--- config.mk ---
export PLATFORM = sky130hd
export DESIGN_NAME = instruction_fetch_unit_flat
export DESIGN_NICKNAME = d
export VERILOG_FILES = /design/src/rtl/instruction_fetch_unit_pkg.sv /design/src/rtl/instruction_pkg.sv /design/src/rtl/instruction_fetch_unit_if.sv /design/src/rtl/instruction_fetch_unit_queue.sv /design/src/rtl/instruction_fetch_unit.sv /design/src/flat_wrapper.sv
export SDC_FILE = /design/constraint.sdc
export NUM_CORES = 1
export LEC_CHECK = 0
export BUFFER_PORTS_ARGS = -buffer_cell sky130_fd_sc_hd__buf_2
export CORE_ASPECT_RATIO = 1.2
export CORE_MARGIN = 4
export CORE_UTILIZATION = 61
export CTS_CLUSTER_DIAMETER = 80
export DETAILED_ROUTE_END_ITERATION = 12
export HOLD_SLACK_MARGIN = 0.03
export PLACE_DENSITY = 0.84
export SLEW_MARGIN = 40
export SYNTH_ARGS = -nofsm -noshare
export SYNTH_HDL_FRONTEND = slang
export SYNTH_SLANG_ARGS = --single-unit
--- constraint.sdc ---
create_clock -name clock -period 4.3 [get_ports clock]
set_input_delay 0.43 -clock clock [delete_from_list [all_inputs] [get_ports clock]]
set_output_delay 0.43 -clock clock [all_outputs]
set_load 0.1 [all_outputs]
--- src/rtl/instruction_fetch_unit_pkg.sv ---
// Fetch-stage types and constants.
package instruction_fetch_unit_pkg;

    typedef enum logic [1:0] {
        Idle  = 2'd0,
        Fetch = 2'd1,
        Drop  = 2'd2
    } fetch_state_t;

    localparam int unsigned INST_W = 32;

endpackage

--- src/rtl/instruction_pkg.sv ---
// Instruction word type shared by fetch, decode and the immediate extender.
package instruction_pkg;

    typedef logic [31:0] instruction_t;

endpackage

--- src/rtl/instruction_fetch_unit_if.sv ---
// Instruction-memory bus and decode handshake seen by the fetch stage.
interface instruction_fetch_unit_if #(
    parameter int N = 64
);
    import instruction_pkg::*;

    logic         mem_cyc;
    logic         mem_stb;
    logic [N-1:0] mem_addr;
    logic         mem_ack;
    logic [31:0]  mem_rd_dat;
    logic         inst_valid;
    logic         inst_ready;
    instruction_t instruction;
    logic [N-1:0] inst_pc;

    modport master (
        output mem_cyc, mem_stb, mem_addr, inst_valid, instruction, inst_pc,
        input  mem_ack, mem_rd_dat, inst_ready
    );

    modport slave (
        input  mem_cyc, mem_stb, mem_addr, inst_valid, instruction, inst_pc,
        output mem_ack, mem_rd_dat, inst_ready
    );

endinterface

--- src/rtl/instruction_fetch_unit_queue.sv ---
// Synchronous FIFO holding {pc, instruction} pairs between fetch and decode.
module instruction_queue #(
    parameter  int WIDTH = 96,
    parameter  int DEPTH = 2,
    localparam int CW    = $clog2(DEPTH + 1),
    localparam int PW    = (DEPTH > 1) ? $clog2(DEPTH) : 1
) (
    input  logic             clock,
    input  logic             reset_n,
    input  logic             flush,
    input  logic             push,
    input  logic             pop,
    input  logic [WIDTH-1:0] wr_data,
    output logic [WIDTH-1:0] rd_data,
    output logic             empty,
    output logic             full,
    output logic [CW-1:0]    count
);

    localparam logic [CW-1:0] FULL_COUNT = CW'(DEPTH);
    localparam logic [PW-1:0] LAST_PTR   = PW'(DEPTH - 1);

    logic [WIDTH-1:0] mem_r [DEPTH];
    logic [PW-1:0]    wr_ptr_r;
    logic [PW-1:0]    rd_ptr_r;
    logic [CW-1:0]    count_r;
    logic             pop_s;
    logic             push_s;

    function automatic logic [PW-1:0] next_ptr(input logic [PW-1:0] ptr);
        return (ptr == LAST_PTR) ? {PW{1'b0}} : ptr + PW'(1);
    endfunction

    // A full queue still accepts a push when the head leaves in the same cycle.
    always_comb begin
        pop_s  = pop && (count_r != {CW{1'b0}});
        push_s = push && ((count_r != FULL_COUNT) || pop_s);
    end

    // Storage, pointers and occupancy.
    always_ff @(posedge clock or negedge reset_n) begin
        if (!reset_n) begin
            for (int i = 0; i < DEPTH; i++) begin
                mem_r[i] <= {WIDTH{1'b0}};
            end
            wr_ptr_r <= {PW{1'b0}};
            rd_ptr_r <= {PW{1'b0}};
            count_r  <= {CW{1'b0}};
        end else if (flush) begin
            wr_ptr_r <= {PW{1'b0}};
            rd_ptr_r <= {PW{1'b0}};
            count_r  <= {CW{1'b0}};
        end else begin
            if (push_s) begin
                mem_r[wr_ptr_r] <= wr_data;
                wr_ptr_r        <= next_ptr(wr_ptr_r);
            end
            if (pop_s) begin
                rd_ptr_r <= next_ptr(rd_ptr_r);
            end
            count_r <= count_r + CW'(push_s) - CW'(pop_s);
        end
    end

    assign rd_data = mem_r[rd_ptr_r];
    assign empty   = (count_r == {CW{1'b0}});
    assign full    = (count_r == FULL_COUNT);
    assign count   = count_r;

endmodule

--- src/rtl/instruction_fetch_unit.sv ---
// Fetch stage: walks the PC over a cyc/stb/ack bus and queues {pc, instruction} for decode.
module instruction_fetch_unit
    import instruction_pkg::*;
    import instruction_fetch_unit_pkg::*;
#(
    parameter int           N        = 64,
    parameter logic [N-1:0] RESET_PC = {N{1'b0}},
    parameter int           DEPTH    = 2
) (
    input  logic                      clock,
    input  logic                      reset_n,
    input  logic                      redirect_en,
    input  logic [N-1:0]              redirect_pc,
    instruction_fetch_unit_if.master  bus
);

    localparam int           CW      = $clog2(DEPTH + 1);
    localparam int           OW      = CW + 1;
    localparam logic [N-1:0] PC_STEP = {{(N-3){1'b0}}, 3'b100};

    fetch_state_t        state_r;
    fetch_state_t        state_s;
    logic [N-1:0]        fetch_pc_r;
    logic [N-1:0]        fetch_pc_s;
    logic [N-1:0]        addr_r;
    logic [N-1:0]        addr_s;
    logic [N-1:0]        target_s;
    logic                acked_s;
    logic                push_s;
    logic                pop_s;
    logic                room_s;
    logic [OW-1:0]       occ_after_s;
    logic [CW-1:0]       count_s;
    logic                empty_s;
    logic                unused_full_s;
    logic [N+INST_W-1:0] rd_data_s;
    logic                unused_pc_lsb_s;

    assign target_s        = {redirect_pc[N-1:2], 2'b00};
    assign unused_pc_lsb_s = ^redirect_pc[1:0];

    // Queue traffic; a redirect kills both the acked word and any pop.
    always_comb begin
        acked_s     = (state_r == Fetch) && bus.mem_ack;
        push_s      = acked_s && !redirect_en;
        pop_s       = !empty_s && bus.inst_ready && !redirect_en;
        occ_after_s = {1'b0, count_s} + OW'(push_s) - OW'(pop_s);
        room_s      = (occ_after_s < OW'(DEPTH));
    end

    // Next state, next PC and next bus address.
    always_comb begin
        state_s    = state_r;
        fetch_pc_s = fetch_pc_r;
        addr_s     = addr_r;
        case (state_r)
            Idle: begin
                if (redirect_en || room_s) state_s = Fetch;
                else                       state_s = Idle;
            end
            Fetch: begin
                if (redirect_en)       state_s = bus.mem_ack ? Fetch : Drop;
                else if (bus.mem_ack)  state_s = room_s ? Fetch : Idle;
                else                   state_s = Fetch;
            end
            Drop: begin
                if (bus.mem_ack) state_s = Fetch;
                else             state_s = Drop;
            end
            default: state_s = Idle;
        endcase

        if (redirect_en)  fetch_pc_s = target_s;
        else if (acked_s) fetch_pc_s = fetch_pc_r + PC_STEP;
        else              fetch_pc_s = fetch_pc_r;

        // The abandoned request keeps its address until the slave acks it.
        if (state_s == Drop) addr_s = addr_r;
        else                 addr_s = fetch_pc_s;
    end

    // State, PC and address registers.
    always_ff @(posedge clock or negedge reset_n) begin
        if (!reset_n) begin
            state_r    <= Idle;
            fetch_pc_r <= RESET_PC;
            addr_r     <= RESET_PC;
        end else begin
            state_r    <= state_s;
            fetch_pc_r <= fetch_pc_s;
            addr_r     <= addr_s;
        end
    end

    instruction_queue #(
        .WIDTH (N + INST_W),
        .DEPTH (DEPTH)
    ) u_queue (
        .clock   (clock),
        .reset_n (reset_n),
        .flush   (redirect_en),
        .push    (push_s),
        .pop     (pop_s),
        .wr_data ({fetch_pc_r, bus.mem_rd_dat}),
        .rd_data (rd_data_s),
        .empty   (empty_s),
        .full    (unused_full_s),
        .count   (count_s)
    );

    assign bus.mem_cyc     = (state_r != Idle);
    assign bus.mem_stb     = (state_r != Idle);
    assign bus.mem_addr    = addr_r;
    assign bus.inst_valid  = !empty_s;
    assign bus.inst_pc     = rd_data_s[N+INST_W-1:INST_W];
    assign bus.instruction = rd_data_s[INST_W-1:0];

endmodule

--- src/flat_wrapper.sv ---
// flat-port wrapper written by rule: the top's interface ports become plain ports
module instruction_fetch_unit_flat import instruction_pkg::*; import instruction_fetch_unit_pkg::*;
#(
    parameter int           N        = 64,
    parameter logic [N-1:0] RESET_PC = {N{1'b0}},
    parameter int           DEPTH    = 2
)
  (clock, reset_n, redirect_en, redirect_pc, bus_mem_cyc, bus_mem_stb, bus_mem_addr, bus_inst_valid, bus_instruction, bus_inst_pc, bus_mem_ack, bus_mem_rd_dat, bus_inst_ready);
  instruction_fetch_unit_if #(.N(N)) bus_i ();
  input  logic clock;
  input  logic reset_n;
  input  logic redirect_en;
  input  logic [N-1:0] redirect_pc;
  output wire logic [$bits(bus_i.mem_cyc)-1:0] bus_mem_cyc;
  output wire logic [$bits(bus_i.mem_stb)-1:0] bus_mem_stb;
  output wire logic [$bits(bus_i.mem_addr)-1:0] bus_mem_addr;
  output wire logic [$bits(bus_i.inst_valid)-1:0] bus_inst_valid;
  output wire logic [$bits(bus_i.instruction)-1:0] bus_instruction;
  output wire logic [$bits(bus_i.inst_pc)-1:0] bus_inst_pc;
  input wire logic [$bits(bus_i.mem_ack)-1:0] bus_mem_ack;
  input wire logic [$bits(bus_i.mem_rd_dat)-1:0] bus_mem_rd_dat;
  input wire logic [$bits(bus_i.inst_ready)-1:0] bus_inst_ready;
  assign bus_mem_cyc = bus_i.mem_cyc;
  assign bus_mem_stb = bus_i.mem_stb;
  assign bus_mem_addr = bus_i.mem_addr;
  assign bus_inst_valid = bus_i.inst_valid;
  assign bus_instruction = bus_i.instruction;
  assign bus_inst_pc = bus_i.inst_pc;
  assign bus_i.mem_ack = bus_mem_ack;
  assign bus_i.mem_rd_dat = bus_mem_rd_dat;
  assign bus_i.inst_ready = bus_inst_ready;
  instruction_fetch_unit #(.N(N), .RESET_PC(RESET_PC), .DEPTH(DEPTH)) u_core (.clock(clock), .reset_n(reset_n), .redirect_en(redirect_en), .redirect_pc(redirect_pc), .bus(bus_i));
endmodule
**Word-level counts from Yosys, hierarchy flattened**

Index checks and enable logic that the tools add are counted.

- Memories kept: 0
- Bits of input ports: 101
- Bits in read-only memories: 0
- Output and inout bits: 163
- Flip-flop bits (word level): 326
- Logic and storage cells: 65
- Bits in latches: 0
- RAM bits: 0

- Eq/ne operators: 4
- $lt $le $gt $ge: 4
- Shift-type cells: 0
- Multiplexer cells: 21
- Bitwise logic cells: 3
- Div/mod/pow operators: 0
- Multipliers: 0
- $add $sub $neg: 7
- Reductions and logical operators: 18

Operators by type and width:

| kind | number |
|---|---|
| $mux 96 | 4 |
| $bwmux 192 | 1 |
| $mux 64 | 2 |
| $demux 96 s1 | 1 |
| $add 64x3->64 const B | 1 |
| $mux 1 | 8 |
| $mux 2 | 4 |
| $reduce_bool 2->1 | 4 |
| $logic_and 1x1->1 | 7 |
| $pmux 2 s3 | 1 |
| $eq 2x2->1 const B | 2 |
| $ge 2x2->1 const B | 2 |
| $logic_not 2->1 | 2 |
| $not 1->2 | 2 |
| $add 2x1->3 | 1 |
| $lt 3x2->1 const B | 1 |
| $sub 3x1->3 | 1 |
| $add 1x1->1 const B | 2 |
| $add 2x1->2 | 1 |
| $eq 2x1->1 const B | 1 |
| $logic_not 1->1 | 2 |
| $logic_or 1x1->1 | 2 |
| $lt 2x1->1 const B | 1 |
| $ne 2x2->1 const B | 1 |
| 3 further kinds | 3 |

**Logic depth before layout (Yosys ltp)**

- Depth after elaboration: 11
- Gate-level depth with buffers: 11
- Gate-level depth less buffers: 9

**Hierarchy**

From an unflattened synthesis, not the netlist that was laid out.

- Cell total of the unflattened synthesis: 1157
- Area total of the unflattened synthesis: 14939.3 sq um

By module, submodules not included:

| module | area each (sq um) | cells each | instances | seq. area each (sq um) |
|---|---|---|---|---|
| instruction_queue | 8560.7 | 536 | 1 | 4904.7 |
| instruction_fetch_unit | 6378.6 | 621 | 1 | 3253.1 |

**Worst setup path after synthesis**

OpenSTA, ideal clock, no wires.

- Path type: input port to flip-flop
- Start: input redirect_en
- End: register u_core.state_r[0]
- Arrival: 2744 ps
- Data required time: 4164 ps
- Buffers on the path: 4
- Setup slack: 1420 ps
- Cell stages on the path: 11
- Cell sequence: clkbuf_1 clkbuf_1 buf_1 clkbuf_1 nor2_1 ha_1 nand2b_1 fa_1 xnor2_1 a221oi_1 a221oi_1

- Word-level cells in the longest chain between the ends: 9

Ends and longest elaborated chain:

| item | RTL line | source |
|---|---|---|
| start, declared | flat_wrapper.sv:12 | `input logic redirect_en;` |
| $logic_not 1->1 | instruction_fetch_unit.sv:45, instruction_fetch_unit.sv:46 |  |
| $logic_and 1x1->1 | instruction_fetch_unit.sv:45 | `push_s = acked_s && !redirect_en;` |
| $add 2x1->3 | instruction_fetch_unit.sv:47 | `occ_after_s = {1'b0, count_s} + OW'(push_s) - OW'(pop_s);` |
| $sub 3x1->3 | instruction_fetch_unit.sv:47 |  |
| $lt 3x2->1 | instruction_fetch_unit.sv:48 | `room_s = (occ_after_s < OW'(DEPTH));` |
| $mux 1 | instruction_fetch_unit.sv:63 | `else if (bus.mem_ack) state_s = room_s ? Fetch : Idle;` |
| $mux 2 | instruction_fetch_unit.sv:63 |  |
| $mux 2 | instruction_fetch_unit.sv:62 | `if (redirect_en) state_s = bus.mem_ack ? Fetch : Drop;` |
| $pmux 2 s3 * | instruction_fetch_unit.sv:56 | `case (state_r)` |
| net u_core.state_s[0] | instruction_fetch_unit.sv:22 | `fetch_state_t state_s;` |
| end signal, assigned | instruction_fetch_unit.sv:85 | `state_r <= Idle;` |
| end signal, assigned | instruction_fetch_unit.sv:89 | `state_r <= state_s;` |
| end, declared | instruction_fetch_unit.sv:21 | `fetch_state_t state_r;` |

The timed path passes the listed nets; every way through them passes the cells marked *.
A chain may end at the register's enable or synchronous reset.

**Worst setup path in the final report**

- Start: register u_core.fetch_pc_r[9]
- End: register u_core.addr_r[47], in the netlist u_core.bus.mem_addr[47]

- Word-level cells in the longest chain between the ends: 3

Ends and longest elaborated chain:

| item | RTL line | source |
|---|---|---|
| start, declared | instruction_fetch_unit.sv:23 | `logic [N-1:0] fetch_pc_r;` |
| start signal, assigned | instruction_fetch_unit.sv:90 | `fetch_pc_r <= fetch_pc_s;` |
| $add 64x3->64 | instruction_fetch_unit.sv:74 | `else if (acked_s) fetch_pc_s = fetch_pc_r + PC_STEP;` |
| $mux 64 | instruction_fetch_unit.sv:74 |  |
| $mux 64 | instruction_fetch_unit.sv:73 | `if (redirect_en) fetch_pc_s = target_s;` |
| end signal, assigned | instruction_fetch_unit.sv:91 | `addr_r <= addr_s;` |
| end, declared | instruction_fetch_unit.sv:25 | `logic [N-1:0] addr_r;` |

No other way between the ends.

==> flow_summary.yaml <==
floorplanning:
  io_pins: 264
  start_util_pct: 62.07
  die_h_um: 179.4
  core_area_um2: 24050
  die_x_um: 150.8
  rows: 62
  die-area_um2: 27050
synth:
  ys.flop_type: "dfrtp_1"
  synth_edf_count: 0
  syn_area_um2: 14930
  ys_seq_elements: 326
  synth.avg_cell_area_um2: 12.45
  synth_cell_types: 53
  syn_nets: 1305
  syn_inst: 1199
  async_reset_ff_share_pct: 100.0
  yosys_warnings: 0
  synth-seq-area-share_pct: 54.66
timing:
  drv_slew: 0
  tightestPinTransition_ns: 0.8398
  final_hold_viol_count: 0
  fin_crit_ns: 3.085
  tns_ns: 0
  maxSlewHeadroom_pct: 44.02
  fin_skew_ns: 0.02385
  post-route-period-util_pct: 71.74
  setup_viol: 0
  rsz0062_at_grt: "false"
  max_clock_freq_ghz: 0.3242
drt:
  drcViolationCount: 0
  routed_via_density: 6.054
  vias: 10840
  ant_nets: 0
  finalWirelength_mm: 38.11
  avgRoutedWirePerCell_um: 21.29
  drt_iter0_drc: 715
  first_pass_iters: 5
cts:
  clk_latency_ns: 0.51
  clockBufferDepth: 3
  cts-root-buf: "clkbuf_16"
  cts.repair.resized: 0
  cts_buffers: 34
  cts.sinks: 326
  cts_tree: "built"
  cts.clk_slew.worst_paths_ns: 0.06
  htree_levels: 2
placement:
  gp_congestion: 0.8574
  portBuffers: 261
  dp_cells: 1728
  dp.final_hpwl_mm: 25.13
status:
  run_status: "complete, no violations"
global_route:
  antenna_found_initial: 4
  grt_max_degree: 78
  grt_pass1_vias: 11380
  grt_overflow_total: 0
  grt_pass1_wl_mm: 59.84
  track_usage_pct: 28.02
layout:
  layout_commonest_cell: "dfrtp_1"
  seqCellArea_um2: 8162
  layout_common_cells: "325 x dfrtp_1, 319 x mux2_2, 260 x buf_2"
  num_antenna_cells: 0
  multi_input_area_um2: 6442
  finalNetCount: 1551
  fill_cells: 1604
  area_growth_pct: 19.42
  finalNonFillerCells: 1790
  final_util_pct: 74.12
  drive_above_1_share_pct: 46.05
worst_setup_path:
  critPathLaunchType: "flop"
  critical_path_required_ns: 4.69
  crit_type: "reg -> reg"
  arrival_ns: 3.48
  crit_path_end_kind: "flop"
  critical_path_peak_fanout: 8
min_path:
  hp-class: "in -> reg"
job:
  drv_cap: 0
## cell families after synthesis
| kind of cell | synth area share [%] |
|---|---|
| adder cells (fa/ha/maj) | 0.4695 |
| flip-flops | 54.66 |
| AND/OR/NAND/NOR | 10.62 |
| multiplexers | 24.20 |
| XOR/XNOR | 3.286 |
| buffers and inverters | 2.272 |
| AO/OA/AOI/OAI | 4.493 |
## area by class of cell
type                       instances  share of cell area [%]
inverter                          15                  0.3159
timing repair buffer             280                   8.522
sequential                       326                   45.79
multi-input combinational        788                   36.14
tap                              320                   2.246
clock buffer                      52                   6.016
clock inverter                     9                  0.9687
## sequential cells by signal (all words and copies together), names as in the netlist
register / cells
u_core.fetch_pc_r: 64
u_core.u_queue.rd_ptr_r: 1
u_core.u_queue.mem_r: 192
u_core.bus.mem_addr: 64
u_core.state_r: 2
u_core.u_queue.count: 2
u_core.u_queue.wr_ptr_r: 1
## repair_timing
| item | 4_1_cts | 5_1_grt |
|---|---|---|
| endpoints found under the hold margin | 58 | 0 |
| setup buffers | 0 | 0 |
| hold buffers | 1 | 0 |
## final timing paths
kind,slack (ns),startpoint,end,cells after the start
max in group asynchronous,2.57,reset_n,u_core.u_queue.mem_r[173]$_DFFE_PN0P_,4
worst max register to register,1.22,u_core.fetch_pc_r[9]$_DFF_PN0_,u_core.bus.mem_addr[47]$_DFFE_PN0P_,6
min in group asynchronous,0.47,reset_n,u_core.u_queue.mem_r[32]$_DFFE_PN0P_,2
worst max-delay path,1.22,u_core.fetch_pc_r[9]$_DFF_PN0_,u_core.bus.mem_addr[47]$_DFFE_PN0P_,6
worst min-delay path,0.15,redirect_pc[40],u_core.fetch_pc_r[40]$_DFF_PN0_,3
worst min register to register,0.46,u_core.bus.mem_addr[5]$_DFFE_PN0P_,u_core.bus.mem_addr[5]$_DFFE_PN0P_,2
## through the flow
step	setup slack [ns]	hold slack [ns]	cell area, um2
2_1_floorplan	1.420	0.1344	14930
3_3_place_gp	1.154	0.4491	16540
3_5_place_dp	1.132	0.4031	16570
4_1_cts	1.232	0.1297	17820
5_1_grt	1.086	0.1398	17820
6_report	1.215	0.1459	17820
## worst max-delay path, cell delays in order (launching register included)
cell and delay [ns]:
dfrtp_1 0.49, nand4_1 0.21, nor3_1 0.70, nand4_1 0.65, nor3_1 0.44, xor2_1 0.14
a221o_1 0.34
## routing by layer
layer	global-route usage, %	wire length, um	vias up
met5	0	57	-
met4	8.806	1047	8
met3	6.818	3223	87
met2	47.87	18960	475
met1	35.47	14820	5464
li1	-	-	4802
## cell usage after synthesis, types with 5 or more instances
master,instances,area (um2)
nand3_1,26,130.1
buf_2,12,60.06
or3_1,11,68.82
nor2_1,54,202.7
inv_1,14,52.55
xor2_1,27,236.5
xnor2_1,29,254.0
or2_2,6,37.54
o21ai_0,41,205.2
nor4_1,7,43.79
buf_1,7,26.28
nor3_1,21,105.1
a21oi_1,11,55.05
clkbuf_1,49,183.9
a221oi_1,5,43.79
nand4_1,28,175.2
mux2_2,319,3592
o31ai_1,10,75.07
and3_1,29,181.4
dfrtp_1,326,8158
a221o_1,18,180.2
nand2_1,91,341.6
Power is left out: the tool's default activity adds up to more than one toggle a clock period on the data nets, which glitch-free logic cannot reach.
